`src/rtl/alu_pkg.sv`:
```
// alu_pkg: shared ALUOp, slice-select, funct3 and forwarding-select encodings
package alu_pkg;
  localparam logic [1:0] ALUOP_MEM    = 2'b00;
  localparam logic [1:0] ALUOP_BRANCH = 2'b01;
  localparam logic [1:0] ALUOP_ARITH  = 2'b10;
  localparam logic [1:0] ALUOP_RSVD   = 2'b11;
  localparam logic [1:0] SEL_AND  = 2'b00;
  localparam logic [1:0] SEL_OR   = 2'b01;
  localparam logic [1:0] SEL_ADD  = 2'b10;
  localparam logic [1:0] SEL_LESS = 2'b11;
  localparam logic [2:0] FUNCT3_ADD = 3'b000;
  localparam logic [2:0] FUNCT3_AND = 3'b111;
  localparam logic [2:0] FUNCT3_OR  = 3'b110;
  localparam logic [2:0] FUNCT3_SLT = 3'b010;
  localparam logic [1:0] FWD_REG   = 2'b00;
  localparam logic [1:0] FWD_EXMEM = 2'b01;
  localparam logic [1:0] FWD_MEMWB = 2'b10;
endpackage

```
`src/rtl/alu_ctrl_decode.sv`:
```
// alu_ctrl_decode: ALUOp/funct to 1-bit slice control {ainvert, binvert, cin, op} plus illegal flag
module alu_ctrl_decode
  import alu_pkg::*;
(
  input  logic       alusrc,
  input  logic [1:0] aluop,
  input  logic [2:0] funct3,
  input  logic       funct7b5,
  output logic       ainvert,
  output logic       binvert,
  output logic       cin,
  output logic [1:0] op,
  output logic       illegal
);
  logic arith;
  logic sub;
  // subtract for branches, R-type sub and slt; addi ignores bit 30
  always_comb begin
    arith   = aluop == ALUOP_ARITH;
    sub     = aluop == ALUOP_BRANCH
           || (arith && funct3 == FUNCT3_ADD && funct7b5 && !alusrc)
           || (arith && funct3 == FUNCT3_SLT);
    op      = !arith ? SEL_ADD :
              funct3 == FUNCT3_AND ? SEL_AND :
              funct3 == FUNCT3_OR  ? SEL_OR  :
              funct3 == FUNCT3_SLT ? SEL_LESS : SEL_ADD;
    illegal = aluop == ALUOP_RSVD
           || (arith && funct3 != FUNCT3_ADD && funct3 != FUNCT3_AND
                     && funct3 != FUNCT3_OR  && funct3 != FUNCT3_SLT);
    ainvert = 1'b0;
    binvert = sub;
    cin     = sub;
  end
endmodule

```
`src/rtl/id_ex_alu_issue.sv`:
```
// id_ex_alu_issue: ID/EX register with ALU slice-control decode, stall/flush; ID_EX_FWD_EN adds operand forwarding
module id_ex_alu_issue
  import alu_pkg::*;
#(
  parameter int XLEN = 64,
  parameter int REGW = 5
) (
  input  logic            clk,
  input  logic            reset,
  input  logic            stall,
  input  logic            flush,
`ifdef ID_EX_FWD_EN
  input  logic [1:0]      fwd_a_sel,
  input  logic [1:0]      fwd_b_sel,
  input  logic [XLEN-1:0] exmem_result,
  input  logic [XLEN-1:0] memwb_result,
`endif
  input  logic            id_valid,
  input  logic [1:0]      id_aluop,
  input  logic [2:0]      id_funct3,
  input  logic            id_funct7b5,
  input  logic            id_alusrc,
  input  logic [XLEN-1:0] id_rs1_data,
  input  logic [XLEN-1:0] id_rs2_data,
  input  logic [XLEN-1:0] id_imm,
  input  logic [REGW-1:0] id_rd,
  input  logic            id_regwrite,
  input  logic            id_memread,
  input  logic            id_memwrite,
  output logic            ex_valid,
  output logic [XLEN-1:0] ex_a,
  output logic [XLEN-1:0] ex_b,
  output logic [XLEN-1:0] ex_rs2_data,
  output logic            ex_ainvert,
  output logic            ex_binvert,
  output logic            ex_cin,
  output logic [1:0]      ex_op,
  output logic [REGW-1:0] ex_rd,
  output logic            ex_regwrite,
  output logic            ex_memread,
  output logic            ex_memwrite,
  output logic            ex_illegal
);
  logic            dec_ainvert, dec_binvert, dec_cin, dec_illegal;
  logic [1:0]      dec_op;
  logic            valid_d, valid_q, ainvert_d, ainvert_q, binvert_d, binvert_q, cin_d, cin_q;
  logic            regwrite_d, regwrite_q, memread_d, memread_q, memwrite_d, memwrite_q;
  logic            illegal_d, illegal_q, alusrc_d, alusrc_q;
  logic [1:0]      op_d, op_q;
  logic [REGW-1:0] rd_d, rd_q;
  logic [XLEN-1:0] a_d, a_q, b_d, b_q, rs2_d, rs2_q;
  logic            bubble, load;

  alu_ctrl_decode u_dec (
    .alusrc   (id_alusrc),
    .aluop    (id_aluop),
    .funct3   (id_funct3),
    .funct7b5 (id_funct7b5),
    .ainvert  (dec_ainvert),
    .binvert  (dec_binvert),
    .cin      (dec_cin),
    .op       (dec_op),
    .illegal  (dec_illegal)
  );

  // flush beats stall; an invalid ID slot loads the same bubble as flush
  always_comb begin
    bubble     = flush || (!stall && !id_valid);
    load       = !flush && !stall && id_valid;
    valid_d    = bubble ? 1'b0 : load ? 1'b1 : valid_q;
    ainvert_d  = bubble ? 1'b0 : load ? dec_ainvert : ainvert_q;
    binvert_d  = bubble ? 1'b0 : load ? dec_binvert : binvert_q;
    cin_d      = bubble ? 1'b0 : load ? dec_cin : cin_q;
    op_d       = bubble ? SEL_AND : load ? dec_op : op_q;
    illegal_d  = bubble ? 1'b0 : load ? dec_illegal : illegal_q;
    regwrite_d = bubble ? 1'b0 : load ? id_regwrite : regwrite_q;
    memread_d  = bubble ? 1'b0 : load ? id_memread : memread_q;
    memwrite_d = bubble ? 1'b0 : load ? id_memwrite : memwrite_q;
    alusrc_d   = bubble ? 1'b0 : load ? id_alusrc : alusrc_q;
    rd_d       = bubble ? '0 : load ? id_rd : rd_q;
    a_d        = bubble ? '0 : load ? id_rs1_data : a_q;
    b_d        = bubble ? '0 : load ? (id_alusrc ? id_imm : id_rs2_data) : b_q;
    rs2_d      = bubble ? '0 : load ? id_rs2_data : rs2_q;
  end

  // pipeline register with synchronous reset to all zeros
  always_ff @(posedge clk) begin
    if (reset) begin
      valid_q    <= 1'b0;
      ainvert_q  <= 1'b0;
      binvert_q  <= 1'b0;
      cin_q      <= 1'b0;
      op_q       <= SEL_AND;
      illegal_q  <= 1'b0;
      regwrite_q <= 1'b0;
      memread_q  <= 1'b0;
      memwrite_q <= 1'b0;
      alusrc_q   <= 1'b0;
      rd_q       <= '0;
      a_q        <= '0;
      b_q        <= '0;
      rs2_q      <= '0;
    end else begin
      valid_q    <= valid_d;
      ainvert_q  <= ainvert_d;
      binvert_q  <= binvert_d;
      cin_q      <= cin_d;
      op_q       <= op_d;
      illegal_q  <= illegal_d;
      regwrite_q <= regwrite_d;
      memread_q  <= memread_d;
      memwrite_q <= memwrite_d;
      alusrc_q   <= alusrc_d;
      rd_q       <= rd_d;
      a_q        <= a_d;
      b_q        <= b_d;
      rs2_q      <= rs2_d;
    end
  end

  assign ex_valid    = valid_q;
  assign ex_ainvert  = ainvert_q;
  assign ex_binvert  = binvert_q;
  assign ex_cin      = cin_q;
  assign ex_op       = op_q;
  assign ex_illegal  = illegal_q;
  assign ex_regwrite = regwrite_q;
  assign ex_memread  = memread_q;
  assign ex_memwrite = memwrite_q;
  assign ex_rd       = rd_q;

`ifdef ID_EX_FWD_EN
  logic [XLEN-1:0] fwd_b;
  // select 11 falls back to the registered operand
  always_comb begin
    ex_a        = fwd_a_sel == FWD_EXMEM ? exmem_result : fwd_a_sel == FWD_MEMWB ? memwb_result : a_q;
    fwd_b       = fwd_b_sel == FWD_EXMEM ? exmem_result : fwd_b_sel == FWD_MEMWB ? memwb_result : rs2_q;
    ex_b        = alusrc_q ? b_q : fwd_b;
    ex_rs2_data = fwd_b;
  end
`else
  logic unused_alusrc;
  assign unused_alusrc = alusrc_q;
  assign ex_a          = a_q;
  assign ex_b          = b_q;
  assign ex_rs2_data   = rs2_q;
`endif
endmodule
```
`config.mk`:
```
export PLATFORM = sky130hd
export DESIGN_NAME = id_ex_alu_issue
export DESIGN_NICKNAME = d
export VERILOG_FILES = /design/src/rtl/alu_pkg.sv /design/src/rtl/alu_ctrl_decode.sv /design/src/rtl/id_ex_alu_issue.sv
export SDC_FILE = /design/constraint.sdc
export NUM_CORES = 1
export LEC_CHECK = 0
export CAP_MARGIN = 20
export CORE_AREA = 2 2 163 165
export DETAILED_ROUTE_END_ITERATION = 10
export DIE_AREA = 0 0 165 167
export PLACE_DENSITY = 0.65
export SETUP_SLACK_MARGIN = 0.02
export SLEW_MARGIN = 20
export SYNTH_ARGS = -nofsm -noshare
export SYNTH_HDL_FRONTEND = slang
export SYNTH_SLANG_ARGS = --single-unit
```
`constraint.sdc`:
```
create_clock -name clk -period 1.3 [get_ports clk]
set_input_delay 0.195 -clock clk [delete_from_list [all_inputs] [get_ports clk]]
set_output_delay 0.195 -clock clk [all_outputs]
set_load 0.05 [all_outputs]
```
# ---- Yosys cells after proc, flatten, opt, wreduce, memory -nomap -nowiden
# Cells that the tools add are included.
dict set report word_totals {
  out_inout_bits 207
  reg_bits 205
  wordCells 47
  input_bits 212
}
dict set report op_classes {
  muxes 5
  n_reduce_logical 22
  n_eq_ne 9
}
# operator n
set op_table {}
lappend op_table {{$mux W64} 1}
lappend op_table {{$logic_and A1 B1 Y1} 11}
lappend op_table {{$eq A3 B3 Y1 const B} 2}
lappend op_table {{$mux W2} 3}
lappend op_table {{$ne A3 B3 Y1 const B} 2}
lappend op_table {{$eq A2 B2 Y1 const B} 2}
lappend op_table {{$logic_not A1 Y1} 4}
lappend op_table {{$logic_or A1 B1 Y1} 4}
lappend op_table {{$eq A3 B2 Y1 const B} 1}
lappend op_table {{$logic_not A3 Y1} 1}
lappend op_table {{$ne A3 B2 Y1 const B} 1}
lappend op_table {{$reduce_bool A3 Y1} 1}
lappend op_table {{$eq A2 B1 Y1 const B} 1}
lappend op_table {{$reduce_or A2 Y1} 1}
lappend op_table {{$mux W1} 1}

# ---- Depth between registers and ports, before layout
# Gate-level depths: netlist of the first run.
dict set report logic_depth {
  depth_word 6
  ltp_mapped 6
  mapped_depth_nobuf 3
}

# ---- Cells and area by module
# Synthesis of the first run repeated with hierarchy kept, for this count alone.
dict set report unflattened {
  cells_unflattened 918
  area_unflattened_um2 7845.0
}
# mod seq_area_each_um2 cells_per_inst area_per_inst_um2 n_inst
set by_module_without_submodules {}
lappend by_module_without_submodules {id_ex_alu_issue 4144.0 906 7757.4 1}
lappend by_module_without_submodules {alu_ctrl_decode 0.0 12 87.6 1}

# ---- Worst setup path after synthesis of the first run
# Ideal clock, no wire load.
dict set report synth_path {
  kind {in2reg}
  startpoint {in stall}
  endpoint {reg a_q[15] (netlist: ex_a[15])}
  t_arrival_ps 1012
  slack_ps 156
  setup_ps 132
  n_path_buf 2
  cell_stages 5
  t_required_ps 1168
  cell_sequence {or3b_4 > buf_2 > buf_6 > nand2_1 > a21oi_1}
}
dict set report synth_between {
  elab_chain_cells 4
  elab_cells_between_ends 6
  cone_classes {6 x reduce/logical}
}
# element line
set synth_rtl {}
lappend synth_rtl {{from (decl)} id_ex_alu_issue.sv:10} ;# input logic stall,
lappend synth_rtl {{$logic_not A1 Y1 (*)} {id_ex_alu_issue.sv:68, id_ex_alu_issue.sv:69}}
lappend synth_rtl {{$logic_and A1 B1 Y1} id_ex_alu_issue.sv:68} ;# bubble = flush || (!stall && !id_valid);
lappend synth_rtl {{$logic_or A1 B1 Y1} id_ex_alu_issue.sv:68}
lappend synth_rtl {{$reduce_or A2 Y1 (no line)} -}
lappend synth_rtl {{to (signal assigned)} id_ex_alu_issue.sv:100} ;# a_q <= '0;
lappend synth_rtl {{to (signal assigned)} id_ex_alu_issue.sv:115} ;# a_q <= a_d;
lappend synth_rtl {{to (decl)} id_ex_alu_issue.sv:51} ;# logic [XLEN-1:0] a_d, a_q, b_d, b_q, rs2_d, rs2_q;
# Every way passes the cells marked *; elsewhere a longest branch is shown, timed or not.
# A chain may end at the register's enable or synchronous reset.

# ---- Final worst setup path of the first run
dict set report layout_path {
  startpoint {in id_valid}
  endpoint {reg a_q[13] (netlist: ex_a[13])}
}
dict set report layout_between {
  elab_chain_cells 4
  elab_cells_between_ends 5
  cone_classes {5 x reduce/logical}
}
# element line
set layout_rtl {}
lappend layout_rtl {{from (decl)} id_ex_alu_issue.sv:18} ;# input logic id_valid,
lappend layout_rtl {{$logic_not A1 Y1} id_ex_alu_issue.sv:68}
lappend layout_rtl {{$logic_and A1 B1 Y1} id_ex_alu_issue.sv:68}
lappend layout_rtl {{$logic_or A1 B1 Y1} id_ex_alu_issue.sv:68}
lappend layout_rtl {{$reduce_or A2 Y1 (no line)} -}
# Parallel ways exist; a longest one is shown, timed or not.

==> results.py, run 1 <==
metrics = {
    "status": {
        "outcome": "finished with violations",
        "violations": "negative setup slack",
    },
    "worst_setup_path": {
        "cp-start-kind": "primary input",
        "crit_top_cell": "buf_12",
        "critPathKind": "primary input to flip-flop",
        "r2r_slack_ns": 0.51,
        "cp_cell_sequence": "clkdlybuf4s50_1 -> nor3b_4 -> buf_6 -> bufbuf_16 -> buf_12 -> buf_12 -> nand2_1 -> a21oi_1",
        "critical_path.endpoint_type": "flip-flop",
        "crit_arrival_ns": 1.79,
        "reg2regPathDepth": 2,
        "worst_ep_required_time_ns": 1.74,
        "cp_max_fo": 13,
        "rr_endpoint": "ex_b[42]",
        "rr_startpoint": "ex_b[42]",
        "cp_slowest_cell": "clkdlybuf4s50_1",
        "slowest_delay_ns": 0.51,
    },
    "synth": {
        "async_reset_ff_share_pct": 0,
        "ys_warn_count": 0,
        "ys_seq_area_share_pct": 52.2,
        "syn_area_per_cell_um2": 8.68,
        "ys_types": 24,
        "dominantRegCellSynth": "dfxtp_1",
        "ys_ff_latch": 205,
        "synth-edff-count": 0,
        "synth_area_um2": 7870,
        "synth_cells": 906,
        "synth_fp_nets": 1118,
    },
    "sta": {
        "timing.hold.ws_ns": 0.179,
        "rsz0062_at_grt": "yes",
        "finalMaxSlewViolations": 0,
        "fin_crit_sh_pct": 104,
        "setup_ws_ns": -0.0495,
        "fin_crit_ns": 1.35,
        "max_freq_mhz": 741,
        "hold_viol_final": 0,
        "skew_ns": 0,
        "finalSetupViolCount": 46,
    },
    "placed_design": {
        "postPlaceCellArea_um2": 14600,
        "hpwlAfterDp_um": 21800,
        "dp.cells": 1637,
        "dp_slack_ns": -0.568,
        "numPortBuffers": 417,
        "place.gp.congestion": 0.824,
    },
    "min_path": {
        "hold-path-endpoint": "ex_cin",
        "holdCritStartpoint": "id_alusrc",
        "hold_path_class": "primary input to flip-flop",
        "hold_path_depth": 4,
    },
    "cts": {
        "htree_levels": 1,
        "path_clk_slew_ns": 0.06,
        "clock-sinks": 205,
        "worstSkewPairLatency_ns": 0.51,
        "cts_tree": "built",
        "numCtsBuffers": 23,
        "hold_buffers": 0,
        "cts_buffer_depth": 3,
        "cts-root-buf": "clkbuf_16",
    },
    "power": {
        "ir_drop_mv": 0.877,
        "power_density_nw_per_um2": 948,
        "leakagePower_uw": 0.00576,
        "total_power_uw": 14900,
    },
    "floorplan": {
        "initial_core_util_pct": 30.5,
        "die_h_um": 167,
        "ios": 419,
        "floorplan.rows": 59,
        "coreArea_um2": 25800,
        "die_w_um": 165,
        "die_area_um2": 27600,
    },
    "route": {
        "vias": 7884,
        "drc_errors": 0,
        "drtPass1Iterations": 5,
        "drt-wirelength-per-cell_um": 17.2,
        "antenna_left": 0,
        "drt-initial-drc-count": 368,
        "wl_um": 29100,
        "vias_per_cell": 4.68,
    },
    "finish": {
        "diodes": 0,
        "instances_no_fill": 1686,
        "fin_area_um2": 15700,
        "drive_gt1_share_pct": 29.2,
        "area_delta_synth_final_pct": 99.8,
        "nNetsFinal": 1546,
    },
    "global_route": {
        "antenna_found_initial": 0,
        "grt_usage_pct": 19.9,
        "grt_max_degree": 66,
        "grt-ovfl-total": 0,
        "grt_pass1_wl_um": 43100,
        "grt_pass1_vias": 7757,
    },
    "flow_run": {
        "drv_cap": 0,
    },
}
-- worst max-delay path: cells and delay by family --
family / cells / cell delay (ns)
AOI/OAI and AO/OA: 1 / 0.13
buffers and inverters: 5 / 1.20
and+or+nand+nor: 2 / 0.27
-- Yosys cell counts, drive strengths merged (4+ instances only) --
| cell type | count | area share (%) |
|---|---|---|
| mux2i | 64 | 8.1 |
| clkbuf | 17 | 0.91 |
| buf | 59 | 6.0 |
| a211oi | 64 | 6.1 |
| dfxtp | 205 | 52 |
| a21oi | 138 | 8.8 |
| nor2b | 4 | 0.32 |
| nand2 | 274 | 13 |
| nor2 | 70 | 3.3 |
-- flip-flops by register name, summed over array words and instances (netlist names) --
| signal | cells |
|---|---|
| ex_a | 64 |
| ex_b | 64 |
| ex_rs2_data | 64 |
| ex_rd | 5 |
| ex_op | 2 |
| ex_cin | 1 |
| ex_illegal | 1 |
| ex_memread | 1 |
| ex_memwrite | 1 |
| ex_regwrite | 1 |
| ex_valid | 1 |
-- area by class of cell --
type	instances	area, um^2
clock buffer	36	674
clock inverter	6	36.3
fill	2117	10000
multi-input combinational	625	3330
sequential	205	4190
tap	335	419
timing repair buffer	479	7060
-- cells by family after synthesis --
| kind of cell | after synthesis | share of synthesized area [%] |
|---|---|---|
| buffers and inverters | 76 | 6.92 |
| AOI/OAI and AO/OA | 206 | 15.3 |
| and+or+nand+nor | 354 | 17.4 |
| other | 1 | 0.0477 |
| muxes | 64 | 8.14 |
| DFF | 205 | 52.2 |
-- how the worst max path moves through the flow --
stage          startpoint  slack (ns)  endpoint
2_1_floorplan       stall        0.16  ex_a[15]
3_3_place_gp        stall       -0.50  ex_b[31]
3_5_place_dp        stall       -0.57  ex_b[16]
4_1_cts          id_valid       -0.03  ex_a[21]
5_1_grt          id_valid       -0.10  ex_a[13]
6_report         id_valid       -0.05  ex_a[13]
-- per-stage QoR --
stage / TNS, ns / utilization [%]
after floorplan: 0 / -
after global placement: -86.18 / 56.7
after detailed placement: -97.74 / 56.7
after CTS: -0.166 / 60.1
after global routing: -4.15 / 61.0
final: -0.613 / 61.0
-- cell usage in the layout, fill, tap and decap left out --
master           instances
dfxtp_1                139
nand2_1                273
clkbuf_8                 5
buf_12                 222
clkinvlp_4               1
a211oi_2                12
nand4b_1                 1
a21oi_2                 10
dlygate4sd2_1            1
nor2_1                  70
buf_4                   27
nor3_1                   1
or3b_4                   1
nor3b_4                  1
clkdlybuf4s50_1        209
nand2_2                  1
clkbuf_1                 8
a211oi_1                52
nand2b_1                 1
clkbuf_16               25
a311oi_1                 1
buf_16                   1
clkinv_2                 4
inv_6                    1
nor2b_1                  4
mux2i_1                 64
a21oi_1                128
o21ai_4                  1
dfxtp_2                 65
bufbuf_16                2
and4_1                   1
dfxtp_4                  1
o311ai_0                 1
buf_8                    1
buf_6                   14
o211ai_1                 1
conb_1                   1
-- power by group --
group / total [uW] / switching (uW) / internal (uW) / leakage, uW
logic: 2250 / 1010 / 1240 / 0.00372
clock network: 6180 / 2620 / 3560 / 0.000349
registers: 6460 / 87.1 / 6370 / 0.00169
total: 14900 / 3710 / 11200 / 0.00576
-- per-layer routing --
layer | global-route usage [%] | part of all wire, %
met1 | 22.5 | 38
met3 | 5.45 | 7.7
met4 | 6.01 | 2.6
met5 | 0 | 0
met2 | 35.9 | 52
-- what timing repair did --
action                                  in CTS  in global routing
gates cloned                                 2                  2
buffers inserted                             2                  1
resized for setup                           36                 72
endpoints found under the setup margin      48                162
pin swaps                                    1                  4
Power figures use the tool's default switching activity.
==> inputs of run 2 (changes only) <==
--- a/config.mk
+++ b/config.mk
@@ -10,6 +10,7 @@
 export DETAILED_ROUTE_END_ITERATION = 10
 export DIE_AREA = 0 0 165 167
 export PLACE_DENSITY = 0.65
+export REMOVE_ABC_BUFFERS = 1
 export SETUP_SLACK_MARGIN = 0.02
 export SLEW_MARGIN = 20
 export SYNTH_ARGS = -nofsm -noshare
==> run 2 against run 1 <==
  * The flow now finishes without violations
  * Sequential share of layout area up 0.062 points
  * Critical path depth down 7
  * Critical endpoint is now ex_b[2]
  * Routed wire length up 1.7%
  * Critical path type is now flip-flop to primary output
  * Largest cell class unchanged
==> results.py, run 2 (same netlist as run 1, synthesis figures left out) <==
metrics = {
    "finish": {
        "nNetsFinal": 1548,
        "final_util_pct": 61.5,
        "diodes": 0,
        "area_delta_synth_final_pct": 101,
        "final_common_cell": "nand2_1",
        "final_cell_mix": "nand2_1, buf_12, clkdlybuf4s50_1, a21oi_1, dfxtp_2",
        "drive_gt1_share_pct": 31.7,
    },
    "min_path": {
        "holdCritStartpoint": "id_rs1_data[46]",
        "hold_path_depth": 3,
        "hold-path-endpoint": "ex_a[46]",
        "hold_path_class": "primary input to flip-flop",
    },
    "worst_setup_path": {
        "crit_family": "flip-flops",
        "rr_endpoint": "ex_b[2]",
        "cp_cell_sequence": "buf_12",
        "cp_max_fo": 2,
        "cp_num_buf_inv": 1,
        "cp-start-kind": "flip-flop",
        "reg2regPathDepth": 2,
        "crit_arrival_ns": 1.06,
        "cp_slowest_cell": "dfxtp_1",
        "r2r_slack_ns": 0.53,
        "worst_ep_required_time_ns": 1.11,
        "critPathKind": "flip-flop to primary output",
        "slowest_delay_ns": 0.39,
        "critical_path.endpoint_type": "primary output",
        "rr_startpoint": "ex_b[2]",
    },
    "sta": {
        "fin_crit_ns": 1.26,
        "finalSetupViolCount": 0,
        "fin_crit_sh_pct": 96.6,
        "hold_viol_final": 0,
        "skew_ns": 0,
        "rsz0062_at_grt": "no",
        "timing.hold.ws_ns": 0.213,
        "finalMaxSlewViolations": 0,
        "max_freq_mhz": 796,
    },
    "cts": {
        "htree_levels": 1,
        "cts-root-buf": "clkbuf_16",
        "cts_buffer_depth": 3,
        "path_clk_slew_ns": 0.06,
        "numCtsBuffers": 24,
        "hold_buffers": 0,
        "cts_tree": "built",
        "worstSkewPairLatency_ns": 0.51,
        "clock-sinks": 205,
    },
    "route": {
        "drtPass1Iterations": 4,
        "vias_per_cell": 4.75,
        "vias": 8022,
        "drt-wirelength-per-cell_um": 17.5,
        "antenna_left": 0,
        "wl_um": 29600,
        "drt-initial-drc-count": 356,
        "drc_errors": 0,
    },
    "placed_design": {
        "hpwlAfterDp_um": 21500,
        "place.gp.congestion": 0.783,
        "numPortBuffers": 417,
    },
    "power": {
        "power_density_nw_per_um2": 985,
        "p_comb_share_pct": 14.5,
        "p_sw_share_pct": 24.6,
        "power_switching_uw": 3840,
        "seqPwrFrac_pct": 41.4,
        "leakagePower_uw": 0.00585,
        "intPower_uw": 11800,
        "power_frac_clock_pct": 44.1,
        "ir_drop_mv": 1.09,
        "total_power_uw": 15600,
    },
    "floorplan": {
        "initial_core_util_pct": 30.5,
        "die_h_um": 167,
        "coreArea_um2": 25800,
        "floorplan.rows": 59,
        "ios": 419,
        "die_area_um2": 27600,
        "die_w_um": 165,
    },
    "global_route": {
        "antenna_found_initial": 0,
        "grt_max_degree": 68,
        "grt-ovfl-total": 0,
        "grt_usage_pct": 19.9,
        "grt_pass1_wl_um": 43500,
        "grt_pass1_vias": 7910,
    },
    "flow_run": {
        "drv_cap": 0,
    },
    "status": {
        "outcome": "finished clean",
    },
}
## run 2: cell count changes in the layout (fill, tap and decap cells not counted), sizes merged
cell | before | now
bufinv | 0 | 2
clkinv | 4 | 8
buf | 265 | 266
clkbuf | 38 | 36
clkdlybuf4s50 | 209 | 207
dlymetal6s2s | 0 | 2
bufbuf | 2 | 0
## run 2: metrics by stage
| step | cell area, um^2 | setup TNS [ns] | worst slack (ns) | std cells |
|---|---|---|---|---|
| after global routing | 15800 | 0 | 0.0184 | 1689 |
| after floorplan | 7320 | -1418.79 | -7.90 | 830 |
| after global placement | 14600 | -93.97 | -0.555 | 1636 |
| final | 15800 | 0 | 0.0437 | 1689 |
| after CTS | 15500 | -0.0100 | -0.0100 | 1680 |
| after detailed placement | 14600 | -96.39 | -0.563 | 1636 |
## run 2: worst max path at each step
stage | start | to | slack (ns) | cells past startpoint
3_3_place_gp | stall | ex_op[1] | -0.56 | 6
2_1_floorplan | stall | ex_illegal | -7.90 | 3
4_1_cts | flush | ex_b[46] | -0.01 | 6
3_5_place_dp | stall | ex_b[2] | -0.56 | 6
5_1_grt | ex_rd[1] | ex_rd[1] | 0.02 | 1
6_report | ex_b[2] | ex_b[2] | 0.04 | 1
## run 2: area by class of cell
class	count	area, um^2
repair buffers	480	7090
well taps	335	419
multi-input cells	625	3290
flip-flops and latches	205	4230
clock buffers	32	692
fillers	2062	9920
clock inverters	12	120
## run 2: worst reg2reg max path, cell delays in order, from the launching register on
cell	delay, ns
dfxtp_1	0.39
nor2_1	0.07
a211oi_1	0.22
## run 2: timing repair
action / in CTS / in global routing
gates resized for setup: 29 / 108
pin swaps: 0 / 1
cloned: 0 / 7
setup endpoints to repair: 63 / 149
setup buffers: 0 / 2
## run 2: routing by layer
layer	up-vias	wire, um	global-route usage (%)
met2	319	14900	35.5
met1	3732	11100	21.8
li1	3906	-	-
met4	0	1010	6.65
met5	-	0	0
met3	65	2600	6.92
## run 2: power groups by stage
stage               Sequential (uW)  Combinational, uW  Clock, uW
floorplan                      6830                537          0
global placement               6590               2150          0
detailed placement             6590               2160          0
CTS                            6450               2180       7070
global route                   6460               2390       7330
finish                         6460               2260       6880
==> inputs of run 3 (changes only) <==
--- a/config.mk
+++ b/config.mk
@@ -9,7 +9,7 @@
 export CORE_AREA = 2 2 163 165
 export DETAILED_ROUTE_END_ITERATION = 10
 export DIE_AREA = 0 0 165 167
-export PLACE_DENSITY = 0.65
+export PLACE_DENSITY_LB_ADDON = 0.05
 export REMOVE_ABC_BUFFERS = 1
 export SETUP_SLACK_MARGIN = 0.02
 export SLEW_MARGIN = 20
==> run 3 against run 2 <==
  * Utilization is 0.89 points lower
  * Sequential share of layout area rose by 0.34 points
  * Cell count shrank 0.53%
  * Sequential cell count unchanged
  * Largest cell class unchanged
  * Largest power group unchanged
==> results.py, run 3 (same netlist as run 1, synthesis figures left out) <==
metrics = {
    "route": {
        "drtPass1Iterations": 4,
        "vias": 7736,
        "drt-initial-drc-count": 394,
        "wl_um": 28700,
        "drt-wirelength-per-cell_um": 17.1,
        "antenna_left": 0,
        "drc_errors": 0,
        "vias_per_cell": 4.60,
    },
    "sta": {
        "skew_ns": 0,
        "fin_crit_ns": 1.25,
        "rsz0062_at_grt": "yes",
        "hold_viol_final": 0,
        "setup_ws_ns": 0.0479,
        "max_freq_mhz": 799,
        "fin_crit_sh_pct": 96.3,
        "finalSetupViolCount": 0,
        "finalMaxSlewViolations": 0,
    },
    "cts": {
        "hold_buffers": 0,
        "path_clk_slew_ns": 0.06,
        "worstSkewPairLatency_ns": 0.52,
        "numCtsBuffers": 25,
        "cts_buffer_depth": 3,
        "cts_tree": "built",
        "htree_levels": 1,
        "cts-root-buf": "clkbuf_16",
        "clock-sinks": 205,
    },
    "global_route": {
        "grt_usage_pct": 20.1,
        "antenna_found_initial": 4,
        "grt_max_degree": 54,
        "grt_pass1_vias": 7380,
        "grt_pass1_wl_um": 43000,
        "grt-ovfl-total": 0,
    },
    "worst_setup_path": {
        "crit_family": "flip-flops",
        "cp_slowest_cell": "dfxtp_1",
        "worstSetupStartpoint": "ex_b[45]",
        "worst_ep_required_time_ns": 1.11,
        "path_depth": 1,
        "slowest_delay_ns": 0.38,
        "cp_num_buf_inv": 1,
        "critical_path.endpoint_type": "primary output",
        "cp_max_fo": 2,
        "rr_endpoint": "ex_b[16]",
        "reg2regPathDepth": 2,
        "rr_startpoint": "ex_b[16]",
        "crit_arrival_ns": 1.06,
        "cp-start-kind": "flip-flop",
        "critPathKind": "flip-flop to primary output",
        "r2r_slack_ns": 0.55,
        "cp_cell_sequence": "buf_12",
        "critPathCapture": "ex_b[45]",
    },
    "floorplan": {
        "die_w_um": 165,
        "initial_core_util_pct": 30.5,
        "die_area_um2": 27600,
        "floorplan.rows": 59,
        "coreArea_um2": 25800,
        "ios": 419,
        "die_h_um": 167,
    },
    "finish": {
        "instances_no_fill": 1680,
        "drive_gt1_share_pct": 29.4,
        "final_util_pct": 60.6,
        "fin_area_um2": 15600,
        "fillers": 2204,
        "final_common_cell": "nand2_1",
        "area_delta_synth_final_pct": 98.5,
        "final_cell_mix": "nand2_1, buf_12, clkdlybuf4s50_1, a21oi_1, dfxtp_1",
        "nNetsFinal": 1537,
    },
    "placed_design": {
        "postPlaceCellArea_um2": 14600,
        "numPortBuffers": 417,
        "place.gp.congestion": 0.812,
        "dp.cells": 1629,
        "hpwlAfterDp_um": 21400,
        "dp_slack_ns": -0.546,
    },
    "flow_run": {
        "drv_cap": 0,
    },
    "power": {
        "ir_drop_mv": 0.735,
        "leakagePower_uw": 0.00574,
        "power_density_nw_per_um2": 986,
    },
    "min_path": {
        "holdCritStartpoint": "id_rs1_data[16]",
        "hold_path_class": "primary input to flip-flop",
    },
    "status": {
        "outcome": "finished clean",
    },
}
-- run 3: cell count changes in the layout (fill, tap and decap cells not counted), sizes merged, moves of 2 or more --
cell          delta
buf             -10
dlymetal6s2s     -2
bufbuf           +2
clkinv           -3
dlygate4sd2      +2
diode            +3
-- run 3: metrics by stage --
step	power, uW	TNS [ns]	hold slack (ns)
floorplan	7370	-1418.79	0.331
global route	16000	0	0.205
global placement	8730	-91.08	0.474
detailed placement	8740	-95.76	0.482
finish	15400	0	0.213
CTS	15600	0	0.200
-- run 3: power by group --
group	internal [uW]	total [uW]	switching, uW
sequential	6370	6460	84.5
combinational	1210	2170	961
clock	4060	6770	2710
total	11600	15400	3750
-- run 3: area by class of cell --
cell class	count	area (um^2)	area share (%)
timing repair buffer	468	6920	44.4
sequential	205	4220	27.1
multi-input combinational	625	3240	20.8
clock buffer	37	731	4.68
tap	335	419	2.68
clock inverter	7	63.8	0.409
antenna	3	7.51	0.0481
-- run 3: worst min path at each step --
stage	to	depth (start not counted)
4_1_cts	ex_a[16]	3
2_1_floorplan	ex_a[0]	2
3_5_place_dp	ex_op[0]	2
5_1_grt	ex_a[18]	3
3_3_place_gp	ex_op[0]	2
6_report	ex_a[16]	3
-- run 3: metal layers --
layer	vias up	track usage, %	wire length (um)
met4	2	7.18	860
li1	3895	-	-
met5	-	0	13
met2	299	34.8	14300
met1	3482	23.0	10900
met3	58	6.58	2640
-- run 3: what timing repair did --
| item | CTS | global route |
|---|---|---|
| buffers inserted | 2 | 0 |
| resized for setup | 16 | 87 |
| endpoints found under the setup margin | 20 | 88 |
| cloned | 2 | 0 |
